==> config.mk <==
export PLATFORM = sky130hd
export DESIGN_NAME = eth_report_tx
export DESIGN_NICKNAME = d
export VERILOG_FILES = /design/src/rtl/eth_report_tx.sv
export SDC_FILE = /design/constraint.sdc
export NUM_CORES = 1
export LEC_CHECK = 0
export BUFFER_PORTS_ARGS = -buffer_cell sky130_fd_sc_hd__buf_2
export CORE_MARGIN = 3
export CORE_UTILIZATION = 25
export DETAILED_ROUTE_END_ITERATION = 8
export SYNTH_ARGS = -nofsm -noshare
export SYNTH_HDL_FRONTEND = slang
export SYNTH_SLANG_ARGS = --single-unit
==> constraint.sdc <==
create_clock -name clk156 -period 12.6 [get_ports clk156]
set_clock_uncertainty 0.05 [all_clocks]
set_input_delay 1.26 -clock clk156 [delete_from_list [all_inputs] [get_ports clk156]]
set_output_delay 1.26 -clock clk156 [all_outputs]
set_load 0.01 [all_outputs]
==> src/rtl/eth_report_tx.sv <==
// eth_report_tx: queues lookup/verdict reports and serialises each one as a
// fixed 60-byte Ethernet/IPv4/UDP notification frame on a 64-bit AXI-Stream.
// Optional build macro ARREST_ONLY_EN: when defined, only reports whose
// rpt_flag[2:1] == 2'b10 are queued; all other reports are ignored silently.
module eth_report_tx #(
    parameter logic [47:0] SRC_MAC    = 48'h02_00_00_00_00_01,
    parameter logic [47:0] DST_MAC    = 48'hFF_FF_FF_FF_FF_FF,
    parameter logic [31:0] SRC_IP     = 32'hC0A80164,
    parameter logic [31:0] DST_IP     = 32'hC0A80101,
    parameter logic [15:0] SRC_PORT   = 16'd12346,
    parameter logic [15:0] DST_PORT   = 16'd12347,
    parameter int          FIFO_AW    = 3,
    parameter int          GAP_CYCLES = 4
) (
    input  logic        clk156,
    input  logic        eth_rst,
    input  logic [95:0] rpt_key,
    input  logic [3:0]  rpt_flag,
    input  logic        rpt_valid,
    input  logic        m_axis_tready,
    output logic        m_axis_tvalid,
    output logic [63:0] m_axis_tdata,
    output logic [7:0]  m_axis_tkeep,
    output logic        m_axis_tlast,
    output logic        m_axis_tuser,
    output logic [15:0] tx_cnt,
    output logic [15:0] drop_cnt
);

    localparam int DEPTH = 1 << FIFO_AW;
    localparam int GW    = (GAP_CYCLES > 1) ? $clog2(GAP_CYCLES) : 1;

    typedef enum logic [1:0] {
        TX_IDLE = 2'd0,
        TX_CSUM = 2'd1,
        TX_SEND = 2'd2,
        TX_GAP  = 2'd3
    } state_t;

    // IPv4 header checksum: ones-complement sum, carries folded twice, inverted.
    function automatic logic [15:0] ip_csum(input logic [15:0] seq);
        logic [19:0] sum;
        logic [16:0] fold1;
        logic [15:0] fold2;
        sum = 20'h04500 + 20'h0002C + {4'h0, seq} + 20'h04000 + 20'h04011
            + {4'h0, SRC_IP[31:16]} + {4'h0, SRC_IP[15:0]}
            + {4'h0, DST_IP[31:16]} + {4'h0, DST_IP[15:0]};
        fold1 = {1'b0, sum[15:0]} + {13'd0, sum[19:16]};
        fold2 = fold1[15:0] + {15'd0, fold1[16]};
        return ~fold2;
    endfunction

    // Whole frame, wire byte n placed at bits [8n+7:8n]; bytes 60-63 are padding.
    function automatic logic [511:0] build_frame(input logic [95:0] key, input logic [3:0] flag,
                                                 input logic [15:0] seq, input logic [15:0] csum);
        logic [511:0] be;
        logic [511:0] le;
        be = {DST_MAC, SRC_MAC, 16'h0800,
              16'h4500, 16'h002C, seq, 16'h4000, 8'h40, 8'h11, csum, SRC_IP, DST_IP,
              SRC_PORT, DST_PORT, 16'h0018, 16'h0000,
              key, 4'h0, flag, 8'h00, seq, 16'h0000, 32'h0000_0000};
        le = '0;
        for (int i = 0; i < 64; i++) begin
            le[8*i +: 8] = be[511-8*i -: 8];
        end
        return le;
    endfunction

    logic [99:0]        r_mem [DEPTH];
    logic [FIFO_AW-1:0] r_wr_ptr;
    logic [FIFO_AW-1:0] r_rd_ptr;
    logic [FIFO_AW:0]   r_count;

    state_t             r_state;
    logic [99:0]        r_hold;
    logic [15:0]        r_seq;
    logic [15:0]        r_csum;
    logic [2:0]         r_beat;
    logic [GW-1:0]      r_gap;

    logic               w_accept;
    logic               w_empty;
    logic               w_full;
    logic               w_pop;
    logic               w_push;
    logic               w_drop;
    logic [15:0]        w_csum;
    logic [511:0]       w_frame;
    logic [2:0]         w_next_beat;
    logic [63:0]        w_next_data;

`ifdef ARREST_ONLY_EN
    assign w_accept = (rpt_flag[2:1] == 2'b10);
`else
    assign w_accept = 1'b1;
`endif

    // Count reaches DEPTH exactly when its MSB is set.
    assign w_empty     = (r_count == '0);
    assign w_full      = r_count[FIFO_AW];
    assign w_pop       = (r_state == TX_IDLE) && !w_empty;
    assign w_push      = rpt_valid && w_accept && (!w_full || w_pop);
    assign w_drop      = rpt_valid && w_accept && w_full && !w_pop;
    assign w_csum      = ip_csum(r_seq);
    // Beat 0 carries no checksum bytes, so it may be built before r_csum loads.
    assign w_frame     = build_frame(r_hold[99:4], r_hold[3:0], r_seq, r_csum);
    assign w_next_beat = r_beat + 3'd1;
    assign w_next_data = w_frame[{w_next_beat, 6'd0} +: 64];
    assign m_axis_tuser = 1'b0;

    // Report storage; contents are don't-care until written, so no reset.
    always_ff @(posedge clk156) begin
        if (w_push) begin
            r_mem[r_wr_ptr] <= {rpt_key, rpt_flag};
        end
    end

    // FIFO pointers, occupancy and saturating drop counter.
    always_ff @(posedge clk156) begin
        if (eth_rst) begin
            r_wr_ptr <= '0;
            r_rd_ptr <= '0;
            r_count  <= '0;
            drop_cnt <= 16'd0;
        end else begin
            if (w_push) begin
                r_wr_ptr <= r_wr_ptr + 1'b1;
            end
            if (w_pop) begin
                r_rd_ptr <= r_rd_ptr + 1'b1;
            end
            case ({w_push, w_pop})
                2'b10:   r_count <= r_count + 1'b1;
                2'b01:   r_count <= r_count - 1'b1;
                default: r_count <= r_count;
            endcase
            if (w_drop && (drop_cnt != 16'hFFFF)) begin
                drop_cnt <= drop_cnt + 16'd1;
            end
        end
    end

    // Frame sequencer with registered AXI-Stream outputs and frame/seq counters.
    always_ff @(posedge clk156) begin
        if (eth_rst) begin
            r_state       <= TX_IDLE;
            r_hold        <= '0;
            r_seq         <= 16'd0;
            r_csum        <= 16'd0;
            r_beat        <= 3'd0;
            r_gap         <= '0;
            m_axis_tvalid <= 1'b0;
            m_axis_tdata  <= 64'd0;
            m_axis_tkeep  <= 8'h00;
            m_axis_tlast  <= 1'b0;
            tx_cnt        <= 16'd0;
        end else begin
            case (r_state)
                TX_IDLE: begin
                    if (!w_empty) begin
                        r_hold  <= r_mem[r_rd_ptr];
                        r_state <= TX_CSUM;
                    end
                end
                TX_CSUM: begin
                    r_csum        <= w_csum;
                    r_beat        <= 3'd0;
                    m_axis_tvalid <= 1'b1;
                    m_axis_tdata  <= w_frame[63:0];
                    m_axis_tkeep  <= 8'hFF;
                    m_axis_tlast  <= 1'b0;
                    r_state       <= TX_SEND;
                end
                TX_SEND: begin
                    if (m_axis_tready) begin
                        if (r_beat == 3'd7) begin
                            m_axis_tvalid <= 1'b0;
                            m_axis_tdata  <= 64'd0;
                            m_axis_tkeep  <= 8'h00;
                            m_axis_tlast  <= 1'b0;
                            tx_cnt        <= tx_cnt + 16'd1;
                            r_seq         <= r_seq + 16'd1;
                            r_gap         <= '0;
                            r_state       <= TX_GAP;
                        end else begin
                            r_beat        <= w_next_beat;
                            m_axis_tdata  <= w_next_data;
                            m_axis_tkeep  <= (w_next_beat == 3'd7) ? 8'h0F : 8'hFF;
                            m_axis_tlast  <= (w_next_beat == 3'd7);
                        end
                    end
                end
                TX_GAP: begin
                    if (r_gap == GW'(GAP_CYCLES - 1)) begin
                        r_state <= TX_IDLE;
                    end else begin
                        r_gap <= r_gap + 1'b1;
                    end
                end
                default: begin
                    r_state <= TX_IDLE;
                end
            endcase
        end
    end

endmodule
Word-level counts from Yosys, hierarchy flattened

Memory sizes are Yosys's and may differ from the RTL's. A register that Yosys moved wholly into a read port is not among the register bits.
Cells that the tools add are included.

Flip-flop bits (word level): 155
Latch bits: 0
RAM bits: 800
Bits in read-only memories: 0
Bits of input ports: 104
Output and inout port bits: 107
Logic and storage cells: 100
Memories kept: 1

Memory list:

| memory | words | width | rd ports | clocked after Yosys merged registers in | write ports | RTL line | RTL |
|---|---|---|---|---|---|---|---|
| r_mem  | 8     | 100   | 1        | 1                                       | 1           | 69       | `logic [99:0] r_mem [DEPTH];` |

Add/subtract/negate cells: 18
Multipliers: 0
Divide/modulo/power cells: 0
Magnitude comparators: 0
Equal/unequal tests: 15
Shift-type cells: 1
Mux-type cells: 28
Bitwise operators: 2
Reductions and logical operators: 21

Operators with widths:

| cell                                                             | count |
|---|---|
| 512-bit by 10-bit variable part select with 64-bit output        | 1 |
| 64-bit two-way mux                                               | 2 |
| 64-bit one-hot mux with 2 select lines                           | 1 |
| 16-bit by 1-bit adder with 16-bit output, second input constant  | 3 |
| 20-bit by 9-bit adder with 20-bit output, second input constant  | 2 |
| 8-bit two-way mux                                                | 3 |
| 19-bit by 16-bit adder with 20-bit output, second input constant | 1 |
| 20-bit by 16-bit adder with 20-bit output, second input constant | 1 |
| 18-bit by 15-bit adder with 19-bit output, second input constant | 1 |
| 17-bit by 15-bit adder with 18-bit output, second input constant | 1 |
| 15-bit by 16-bit adder with 17-bit output, first input constant  | 1 |
| 16-bit by 4-bit adder with 17-bit output                         | 1 |
| 16-bit by 1-bit adder with 16-bit output                         | 1 |
| 16-bit inequality test, second input constant                    | 1 |
| 16-bit NOT                                                       | 1 |
| 8-bit one-hot mux with 2 select lines                            | 1 |
| 2-bit two-way mux                                                | 7 |
| 2-bit inequality test, second input constant                     | 6 |
| 3-bit by 1-bit adder with 3-bit output, second input constant    | 3 |
| 3-bit AND reduction                                              | 3 |
| 2-bit equality test, second input constant                       | 4 |
| 2-bit one-hot mux with 4 select lines                            | 1 |
| 4-bit one-hot mux with 2 select lines                            | 1 |
| 4-bit AND reduction                                              | 2 |
| other kinds (18)                                                 | 36 |

Depth between registers and ports, before layout

Gate-level depths: netlist of the first run.

Depth in word-level cells: 10
Gate-level depth with buffers: 21
Depth with buffers taken out: 19

Worst setup path before layout of the first run

OpenSTA, ideal clock, no wires.

Path kind: input to register
From: input port rpt_valid
To: memory r_mem[0][0], enable pin
Arrival: 8.422 ns
Required time: 11.869 ns
Slack: 3.446 ns
Stages on the path: 3
Path through: nand2_1 or2_2 nor3_1

Longest elaborated chain between the ends: 3

RTL lines:

| what                                    | RTL line | RTL |
|---|---|---|
| from (decl)                             | 19       | `input logic rpt_valid,` |
| 1-bit logical AND                       | 102      | `assign w_push = rpt_valid && w_accept && (!w_full \|\| w_pop);` |
| 1-bit two-way mux                       | 113      | `if (w_push) begin` |
| 1-bit two-way mux (not written as such) | 114      | `r_mem[r_wr_ptr] <= {rpt_key, rpt_flag};` |
| to (decl)                               | 69       |  |

No other way between the ends.

Final worst setup path of the first run

From: register r_seq[3]
To: register r_csum[12]

Longest elaborated chain between the ends: 10

RTL lines:

| what                                      | RTL line | RTL |
|---|---|---|
| from (decl)                               | 76       | `logic [15:0] r_seq;` |
| from (signal assigned)                    | 182      | `r_seq <= r_seq + 16'd1;` |
| 15-bit by 16-bit adder with 17-bit output | 45       | `sum = 20'h04500 + 20'h0002C + {4'h0, seq} + 20'h04000 + 20'h04011` |
| 17-bit by 15-bit adder with 18-bit output | 45       |  |
| 18-bit by 15-bit adder with 19-bit output | 45       |  |
| 19-bit by 16-bit adder with 20-bit output | 46       | `+ {4'h0, SRC_IP[31:16]} + {4'h0, SRC_IP[15:0]}` |
| 20-bit by 9-bit adder with 20-bit output  | 46       |  |
| 20-bit by 16-bit adder with 20-bit output | 47       | `+ {4'h0, DST_IP[31:16]} + {4'h0, DST_IP[15:0]};` |
| 20-bit by 9-bit adder with 20-bit output  | 47       |  |
| 16-bit by 4-bit adder with 17-bit output  | 48       | `fold1 = {1'b0, sum[15:0]} + {13'd0, sum[19:16]};` |
| 16-bit by 1-bit adder with 16-bit output  | 49       | `fold2 = fold1[15:0] + {15'd0, fold1[16]};` |
| 16-bit NOT                                | 50       | `return ~fold2;` |
| to (signal assigned)                      | 166      | `r_csum <= w_csum;` |
| to (decl)                                 | 77       | `logic [15:0] r_csum;` |

No other way between the ends.
A chain may end at the register's enable or synchronous reset.

==> results.md, run 1 <==
- Fin crit share: 0.407
- Capturing element type of the critical path: register
- Min-Delay Endpoint: r_gap[1]$_SDFFE_PP0P_
- CTS buffer count: 107
- Leak pwr: 0.0154 uW
- Num rows: 148
- Post-route DRC: 0
- Drt wl/cell: 21.9 um
- Mapped Cells: 2570
- Clock sink count: 1049
- EDFF count, synth: 800
- Synthesis-to-layout area growth: 17.1%
- Synth top area share: 0.579
- Mapped Avg Cell Area: 16.2 um^2
- Post-Syn Nets: 2702
- Worst hold stages: 2
- Routed WL: 110000 um
- Clock Pin Slew Worst Setup and Hold Paths: 0.06 ns
- Crit Path Class: reg -> reg
- Largest net degree at the start of global routing: 204
- Peak supply drop: 0.000198 V
- Detailed-route via count: 23.0k
- Root buffer cell: clkbuf_16
- Boundary Pins: 211
- R2R depth: 19
- Max-slew violations: 0
- Vias/cell: 4.57
- Max_cap viols: 0
- Vias in the first global route: 22.4k
- Post-cts resize count: 0
- YS warnings: 0
- Tightest Pin Transition: 1.04 ns
- Top cells by count, synth: edfxtp_1 (800), nor2_1 (285), dfxtp_1 (249)
- Number of fill cells: 16.2k
- CP startpoint kind: register
- DRT iter0 DRCs: 1921
- RSZ-0062 raised after global routing: no
- Total Routing Usage GR: 0.125
- Post-CTS Hold Fix Bufs: 0
- Cell with the most instances after synthesis: edfxtp_1
- Status: complete, no violations
- Min-delay src: r_gap[1]$_SDFFE_PP0P_
- DP Wirelength: 68500 um
- Setup repair bufs after CTS: 0
- Final Util: 0.297
- Synth Register Bits: 1049
- Multi-input logic area: 11700 um^2
- Die ar.: 171000 um^2
- Post-route setup TNS: 0 ns
- Critical Path AT: 5.60 ns
- GRT overflow: 0
- Relative slew slack: 0.308
- Drt first pass iters: 5
- Worst min path class: reg -> reg
- Synth async-reset ratio: 0
- Final Critical Period: 5.13 ns
- Seq. cell area: 29000 um^2
- Area leader, netlist: edfxtp_1
- Port bufs: 209
- Top_reg_cell synth: edfxtp_1
- Fmax: 195 MHz
- Core Area: 164000 um^2
- Die H: 413 um
- Hold WS: 0.425 ns
- Clock latency on the worst-skew pair: 0.73 ns
- Power density over the cells: 192 nW/um^2
- Initial antenna violation count: 58
- Fin. Hold Viols: 0
- First-pass GRT wire length: 158000 um
- Reg2Reg Setup Slack: 7.47 ns
- Nets: 2876
- Worst R2R Start: r_seq[3]$_SDFFE_PP0P_
- Register area share after synthesis: 0.699
- Layout cells sized above 1: 0.230
- Post-route ant nets: 0
- Area contributors post-synth: edfxtp_1 (58%), dfxtp_1 (12%), mux4_2 (11%)
- Clk buf depth: 3
- WP data required: 13.08 ns
- Die Span X: 413 um
- CTS HTree Levels: 3
- R2R Path End: r_csum[12]$_SDFFE_PP0P_
- Yosys cell types: 75
- Crit Path Max Fanout: 20
- CTS tree: yes
- Final setup fails: 0
- Routability cong.: 0.862
- Cell Area, Synth: 41500 um^2
- Initial Util: 0.253
how the worst max path moves through the flow:
| stage | slack (ns) | cells past startpoint | startpoint | end |
|---|---|---|---|---|
| finish | 7.47 | 19 | r_seq[3]$_SDFFE_PP0P_ | r_csum[12]$_SDFFE_PP0P_ |
| floorplan | 3.45 | 3 | rpt_valid | r_mem[0][0]$_DFFE_PP_ |
| detailed placement | 7.60 | 19 | r_seq[3]$_SDFFE_PP0P_ | r_csum[12]$_SDFFE_PP0P_ |
| CTS | 7.54 | 19 | r_seq[3]$_SDFFE_PP0P_ | r_csum[12]$_SDFFE_PP0P_ |
| global route | 7.04 | 19 | r_seq[3]$_SDFFE_PP0P_ | r_csum[12]$_SDFFE_PP0P_ |
| global placement | 7.69 | 19 | r_seq[3]$_SDFFE_PP0P_ | r_csum[12]$_SDFFE_PP0P_ |
registers in the layout, summed over array words and instances, names as in the netlist, 4 cells and up:
register,count
drop_cnt,16
tx_cnt,16
r_seq,16
r_csum,16
r_mem,800
r_hold,100
r_count,4
m_axis_tdata,64
critical path, cell delays in order, from the launching register on:
cell	delay, ns
dfxtp_1	0.85
a31oi_1	0.27
a21boi_0	0.28
or2_2	0.16
nand3_1	0.07
a21oi_1	0.19
ha_1	0.20
inv_1	0.05
ha_1	0.25
or3_1	0.43
nor3_2	0.37
nand4_1	0.13
nor3_1	0.20
ha_1	0.21
ha_1	0.17
nand2_1	0.13
nor4_2	0.47
nand3_1	0.16
xnor2_1	0.18
o22ai_1	0.10
cell usage in the layout (no fill, tap or decap), types with 33 or more instances in the layout:
cell / count
xor2_1: 34
buf_2: 208
mux4_2: 200
dfxtp_1: 245
a21oi_1: 96
xnor2_1: 41
clkbuf_16: 108
mux2i_1: 126
o22ai_1: 67
nor2_1: 278
a211oi_1: 122
nand2_1: 64
nand3_1: 33
edfxtp_1: 800
buf_4: 34
kinds of logic (layout without fill, tap and decap cells):
group	Yosys count	in the layout	share of synthesized area
other	1	18	0.0000903
AO/OA/AOI/OAI	389	389	0.0632
multiplexers	327	327	0.139
XOR/XNOR	76	76	0.0162
adder cells (fa/ha/maj)	28	28	0.00862
AND/OR/NAND/NOR	493	493	0.0534
flip-flops	1049	1049	0.699
buffers and inverters	207	473	0.0205
per-layer routing:
| metal | global-route usage | up-vias | wire length [um] |
|---|---|---|---|
| met5 | 0.00603 | - | 194 |
| met4 | 0.0273 | 10 | 2260 |
| met3 | 0.0384 | 170 | 8820 |
| met2 | 0.196 | 717 | 51200 |
| met1 | 0.170 | 11600 | 47500 |
| li1 | - | 10400 | - |
power breakdown:
part	internal, uW	switching (uW)
clock	1860	1360
combinational	769	1040
sequential	4040	252
total	6670	2650
layout make-up:
class / count / share of cell area
Sequential cell: 1049 / 0.597
Tap cell: 2175 / 0.0560
Clock inverter: 53 / 0.0134
Multi-Input combinational cell: 1314 / 0.242
Inverter: 26 / 0.00201
Antenna cell: 17 / 0.000875
Clock buffer: 148 / 0.0609
Timing Repair Buffer: 246 / 0.0282
per-stage QoR:
| step | setup WS [ns] | cell area (um^2) | instances | total power [uW] |
|---|---|---|---|---|
| 6_report | 7.47 | 48600 | 5028 | 9320 |
| 5_1_grt | 7.04 | 48600 | 5014 | 9760 |
| 4_1_cts | 7.54 | 48600 | 5011 | 9440 |
| 3_5_place_dp | 7.60 | 45000 | 4810 | 6200 |
| 3_3_place_gp | 7.69 | 45000 | 4810 | 6170 |
| 2_1_floorplan | 3.45 | 41500 | 2570 | 5550 |
Power figures use the tool's default switching activity.
==> run 2: changes to the inputs <==
==> constraint.sdc (replaced) <==
create_clock -name clk156 -period 4.9 [get_ports clk156]
set_clock_uncertainty 0.05 [all_clocks]
set_input_delay 0.49 -clock clk156 [delete_from_list [all_inputs] [get_ports clk156]]
set_output_delay 0.49 -clock clk156 [all_outputs]
set_load 0.01 [all_outputs]
==> results.md, run 2 (same netlist as run 1, synthesis figures left out) <==
- Status: complete, no violations
- Boundary Pins: 211 (unchanged)
- Vias/cell: 4.58 (+0.29%)
- Crit Path Class: reg -> reg
- Post-route ant nets: 0 (unchanged)
- Nets: 3001 (+4.3%)
- Clock latency on the worst-skew pair: 0.76 ns (+0.03 ns)
- DRT iter0 DRCs: 1998 (+4.0%)
- Clk buf depth: 3 (unchanged)
- Fin. Hold Viols: 0 (unchanged)
- Number of flip-flops in the largest register: 800 (unchanged)
- Detailed-route via count: 23.5k (+2.6%)
- Initial Util: 0.253 (unchanged)
- Crit Path Max Fanout: 6 (-70%)
- Post-route setup TNS: 0 ns (unchanged)
- Worst min path class: in -> reg
- Clock Pin Slew Worst Setup and Hold Paths: 0.07 ns (about the same)
- Setup repair bufs after CTS: 0 (unchanged)
- Power density over the cells: 485 nW/um^2 (+150%)
- Max_cap viols: 0 (unchanged)
- First-pass GRT wire length: 165000 um (+4.3%)
- WP data required: 5.43 ns (-7.65 ns)
- Routability cong.: 0.884 (+2.6%)
- RSZ-0062 raised after global routing: no
- CTS HTree Levels: 3 (unchanged)
- Die H: 413 um (unchanged)
- Peak supply drop: 0.000569 V (+190%)
- Critical Path AT: 5.07 ns (-0.53 ns)
- Commonest non-fill, non-tap cell in the layout: edfxtp_1
- Leak pwr: 0.0161 uW (+4.1%)
- GRT overflow: 0 (unchanged)
- Drt first pass iters: 5 (unchanged)
- Layout cells sized above 1: 0.230 (+0.000805)
- Tightest Pin Transition: 1.16 ns (+0.127 ns)
- Post-route DRC: 0 (unchanged)
- CTS buffer count: 109 (+1.9%)
- Drt wl/cell: 21.8 um (-0.31%)
- Initial antenna violation count: 12 (-79%)
- Num rows: 148 (unchanged)
- Number of fill cells: 16.1k (-0.54%)
- Die ar.: 171000 um^2 (unchanged)
- Fin crit share: 0.927 (+0.520)
- Final setup fails: 0 (unchanged)
- CTS tree: yes
- Reg with most FFs: r_mem
- Synthesis-to-layout area growth: 20.7%
- Fmax: 220 MHz (+13%)
- Max-slew violations: 0 (unchanged)
- Port bufs: 209 (unchanged)
- Root buffer cell: clkbuf_16
- Relative slew slack: 0.223 (-0.0857)
- Vias in the first global route: 23.4k (+4.7%)
- DP Wirelength: 70400 um (+2.7%)
- Final Critical Period: 4.54 ns (-0.587 ns)
- Capturing element type of the critical path: register
- Clock sink count: 1049 (unchanged)
- Post-cts resize count: 0 (unchanged)
- CP startpoint kind: register
- Routed WL: 112000 um (+2.0%)
- Most frequent cells in the layout: edfxtp_1 (800), nor2_1 (277), dfxtp_1 (245)
- Largest net degree at the start of global routing: 204 (unchanged)
- Total Routing Usage GR: 0.130 (+0.00407)
- Die Span X: 413 um (unchanged)
- Core Area: 164000 um^2 (unchanged)
- Cell area after layout: 50100 um^2 (+3.0%)
- Area after DPL: 45300 um^2 (+0.87%)
- Regs by FF count: r_mem: 800 flops, r_hold: 100 flops, m_axis_tdata: 64 flops
==> run 2: report_power, final <==
part	total, uW	switching [uW]	internal [uW]
combinational	4840	2750	2080
clock	8440	3590	4850
sequential	11000	638	10400
==> run 2: layout make-up <==
type	count	area (um^2)	area share
sequential	1049	29000	0.579
multi-input combinational	1314	11800	0.235
clock buffer	150	3110	0.0620
timing repair buffer	369	2760	0.0551
tap	2175	2720	0.0543
clock inverter	57	622	0.0124
inverter	26	97.6	0.00195
antenna	3	7.51	0.000150
==> run 2: through the flow <==
step	utilization	setup WS [ns]	total power, uW	std cells	hold WS [ns]
global route	0.306	0.0593	25500	5140	0.129
global placement	0.277	0.456	16000	4832	0.399
floorplan	-	-1.06	14300	2570	0.397
CTS	0.306	0.437	24600	5140	0.110
finish	0.306	0.359	24300	5143	0.130
detailed placement	0.277	0.398	16000	4832	0.400
==> run 2: routing by layer <==
metal	routed length, um	track usage	vias to the layer above
met4	2030	0.0276	6
met1	50600	0.183	12100
met5	30	0	-
met3	7560	0.0320	145
li1	-	-	10600
met2	52000	0.202	688
==> run 2: worst paths after layout <==
check                                start                            end  slack (ns)  depth (start not counted)
min                                eth_rst  m_axis_tdata[47]$_SDFFE_PP0P_        0.13                          2
max reg2reg         r_seq[10]$_SDFFE_PP0P_        r_csum[12]$_SDFFE_PP0P_        0.36                         19
max                 r_seq[10]$_SDFFE_PP0P_        r_csum[12]$_SDFFE_PP0P_        0.36                         19
min reg2reg  m_axis_tdata[59]$_SDFFE_PP0P_  m_axis_tdata[59]$_SDFFE_PP0P_        0.41                          2
==> run 2: critical path, stage by stage (launching register included) <==
cell      delay [ns]
dfxtp_1         0.42
and3_1          0.31
a21boi_0        0.26
or2_2           0.17
nand3_1         0.08
a21oi_1         0.21
ha_1            0.20
inv_1           0.05
ha_1            0.25
or3_1           0.44
nor3_2          0.23
nand4_1         0.10
nor3_1          0.26
ha_1            0.22
ha_1            0.16
nand2_1         0.12
nor4_2          0.47
nand3_1         0.16
xnor2_1         0.19
o22ai_1         0.10
==> run 2: timing repair <==
action                     in CTS  in global routing
setup endpoints to repair       0                  0
hold buffers                  101                  0
hold endpoints to repair      801                  0
==> run 3: changes to the inputs <==
==> constraint.sdc (replaced) <==
create_clock -name clk156 -period 5.4 [get_ports clk156]
set_clock_uncertainty 0.05 [all_clocks]
set_input_delay 0.54 -clock clk156 [delete_from_list [all_inputs] [get_ports clk156]]
set_output_delay 0.54 -clock clk156 [all_outputs]
set_load 0.01 [all_outputs]
==> results.md, run 3 (same netlist as run 1, synthesis figures left out) <==
- Status: complete, no violations
- CTS tree: yes
- Most frequent cells in the layout: edfxtp_1 (800), nor2_1 (278), dfxtp_1 (245)
- CP Capture Point: r_csum[12]$_SDFFE_PP0P_
- Crit Path Max Fanout: 16 (+10)
- Delay of the slowest cell on the worst path: 0.81 ns (+0.34 ns)
- R2R depth: 19 (unchanged)
- Most common cell on crit path: ha_1
- Relative slew slack: 0.199 (-0.0237)
- GRT overflow: 0 (unchanged)
- Largest net degree at the start of global routing: 204 (unchanged)
- Reg with most FFs: r_mem
- Synthesis-to-layout area growth: 19.4%
- Initial antenna violation count: 26 (+14)
- Critical Path AT: 5.34 ns (+0.27 ns)
- Crit path cell chain: nor3_1 > a21boi_0 > or2_2 > nand3_1 > a21oi_1 > ha_1 > inv_1 > ha_1 > or3_1 > nor3_2 > nand4_1 > nor3_1 > ha_1 > ha_1 > nand2_1 > nor4_2 > nand3_1 > xnor2_1 > o22ai_1
- Clk buf depth: 3 (unchanged)
- Fin crit share: 0.903 (-0.0239)
- Root buffer cell: clkbuf_16
- Final Util: 0.303 (-0.00313)
- Core Area: 164000 um^2 (unchanged)
- Nets: 2972 (-0.97%)
- Clock Pin Slew Worst Setup and Hold Paths: 0.06 ns (about the same)
- Power density over the cells: 438 nW/um^2 (-9.7%)
- CTS buffer count: 102 (-6.4%)
- Vias/cell: 4.58 (about the same)
- Clock sink count: 1049 (unchanged)
- First-pass GRT wire length: 162000 um (-1.7%)
- Tightest Pin Transition: 1.20 ns (+0.0339 ns)
- Initial Util: 0.253 (unchanged)
- Drt first pass iters: 5 (unchanged)
- Fin cells: 5111 (-0.62%)
- RSZ-0062 raised after global routing: no
- Boundary Pins: 211 (unchanged)
- Regs by FF count: r_mem: 800 flops, r_hold: 100 flops, m_axis_tdata: 64 flops
- Clock latency on the worst-skew pair: 0.75 ns (about the same)
- Peak supply drop: 0.000493 V (-13%)
- Total Routing Usage GR: 0.128 (-0.00133)
- Drt wl/cell: 21.8 um (about the same)
- Leak pwr: 0.0158 uW (-1.6%)
- Reg2Reg Setup Slack: 0.52 ns (+0.17 ns)
- Dpl cells: 4823 (-0.19%)
- Num rows: 148 (unchanged)
- Critical path startpoint: r_seq[5]$_SDFFE_PP0P_
- Crit Path Class: reg -> reg
- Max-slew violations: 0 (unchanged)
- Number of flip-flops in the largest register: 800 (unchanged)
- Post-route DRC: 0 (unchanged)
- Final Critical Period: 4.88 ns (+0.335 ns)
- Capturing element type of the critical path: register
- DRT iter0 DRCs: 1936 (-3.1%)
- Routed WL: 111000 um (-0.70%)
- Fin. Hold Viols: 0 (unchanged)
- Worst min path class: in -> reg
- Post-cts resize count: 0 (unchanged)
- Post-route ant nets: 0 (unchanged)
- Die Span X: 413 um (unchanged)
- Hold WS: 0.0575 ns (-0.0729 ns)
- Commonest non-fill, non-tap cell in the layout: edfxtp_1
- Final setup fails: 0 (unchanged)
- CTS HTree Levels: 3 (unchanged)
- Die ar.: 171000 um^2 (unchanged)
- R2R Path End: r_csum[12]$_SDFFE_PP0P_
- Fmax: 205 MHz (-6.9%)
- Slowest CP cell: dfxtp_1
- Die H: 413 um (unchanged)
- CP startpoint kind: register
- Max_cap viols: 0 (unchanged)
- Routability cong.: 0.847 (-4.2%)
- DP Wirelength: 70300 um (-0.15%)
- Port bufs: 209 (unchanged)
- Layout cells sized above 1: 0.226 (-0.00442)
- Worst R2R Start: r_seq[5]$_SDFFE_PP0P_
- Post-route setup TNS: 0 ns (unchanged)
- Detailed-route via count: 23.4k (-0.62%)
- WP data required: 5.86 ns (+0.43 ns)
- Vias in the first global route: 22.8k (-2.6%)
run 3: timing repair:
action | in CTS | in global routing
endpoints found under the hold margin | 644 | 0
hold buffers | 88 | 0
setup buffers | 0 | 0
run 3: cell type report:
cell class                      count  area, um^2
Tap cell                         2175        2720
Antenna cell                        6        15.0
Inverter                           26        97.6
Sequential cell                  1049       29000
Clock inverter                     56         654
Timing Repair Buffer              347        2490
Fill cell                       16200      114000
Multi-Input combinational cell   1314       11800
Clock buffer                      138        2830
run 3: metrics by stage:
step           setup WS (ns)  total power [uW]  area, um^2
4_1_cts                0.584             22000       49600
3_5_place_dp           0.654             14600       45200
5_1_grt                0.157             22700       49600
6_report               0.525             21700       49600
3_3_place_gp           0.716             14500       45200
2_1_floorplan         -0.555             12900       41500
run 3: routing by layer:
metal / share of wire / routed length, um / track usage / vias to the layer above
met4: 0.015 / 1710 / 0.0221 / 6
met3: 0.068 / 7600 / 0.0301 / 140
met5: 0.00031 / 34 / 0 / -
li1: - / - / - / 10600
met1: 0.46 / 50800 / 0.183 / 12000
met2: 0.46 / 51200 / 0.200 / 695
run 3: worst min path at each step:
stage                                 startpoint                            end  slack (ns)  cells past startpoint
after floorplan           r_hold[3]$_SDFFE_PP0P_  m_axis_tdata[51]$_SDFFE_PP0P_        0.40                      2
after global placement     r_gap[1]$_SDFFE_PP0P_          r_gap[1]$_SDFFE_PP0P_        0.41                      2
after detailed placement  r_csum[1]$_SDFFE_PP0P_         r_csum[1]$_SDFFE_PP0P_        0.42                      2
after CTS                            rpt_key[83]         r_mem[3][87]$_DFFE_PP_      0.0006                      1
after global routing                 rpt_key[78]         r_mem[6][82]$_DFFE_PP_        0.01                      1
final                                rpt_key[39]         r_mem[0][43]$_DFFE_PP_        0.06                      1
run 3: critical path, delay by kind of cell (launching register included):
family,cells,cell delay (ns)
XOR/XNOR,1,0.18
AND/OR/NAND/NOR,10,2.18
adder cells (fa/ha/maj),4,0.82
AO/OA/AOI/OAI,3,0.56
buffers and inverters,1,0.05
flip-flops,1,0.81
run 3: power by group:
part,switching [uW],total (uW),internal [uW]
clock,3190,7300,4110
combinational,2470,4350,1880
sequential,648,10100,9420
total,6310,21700,15400
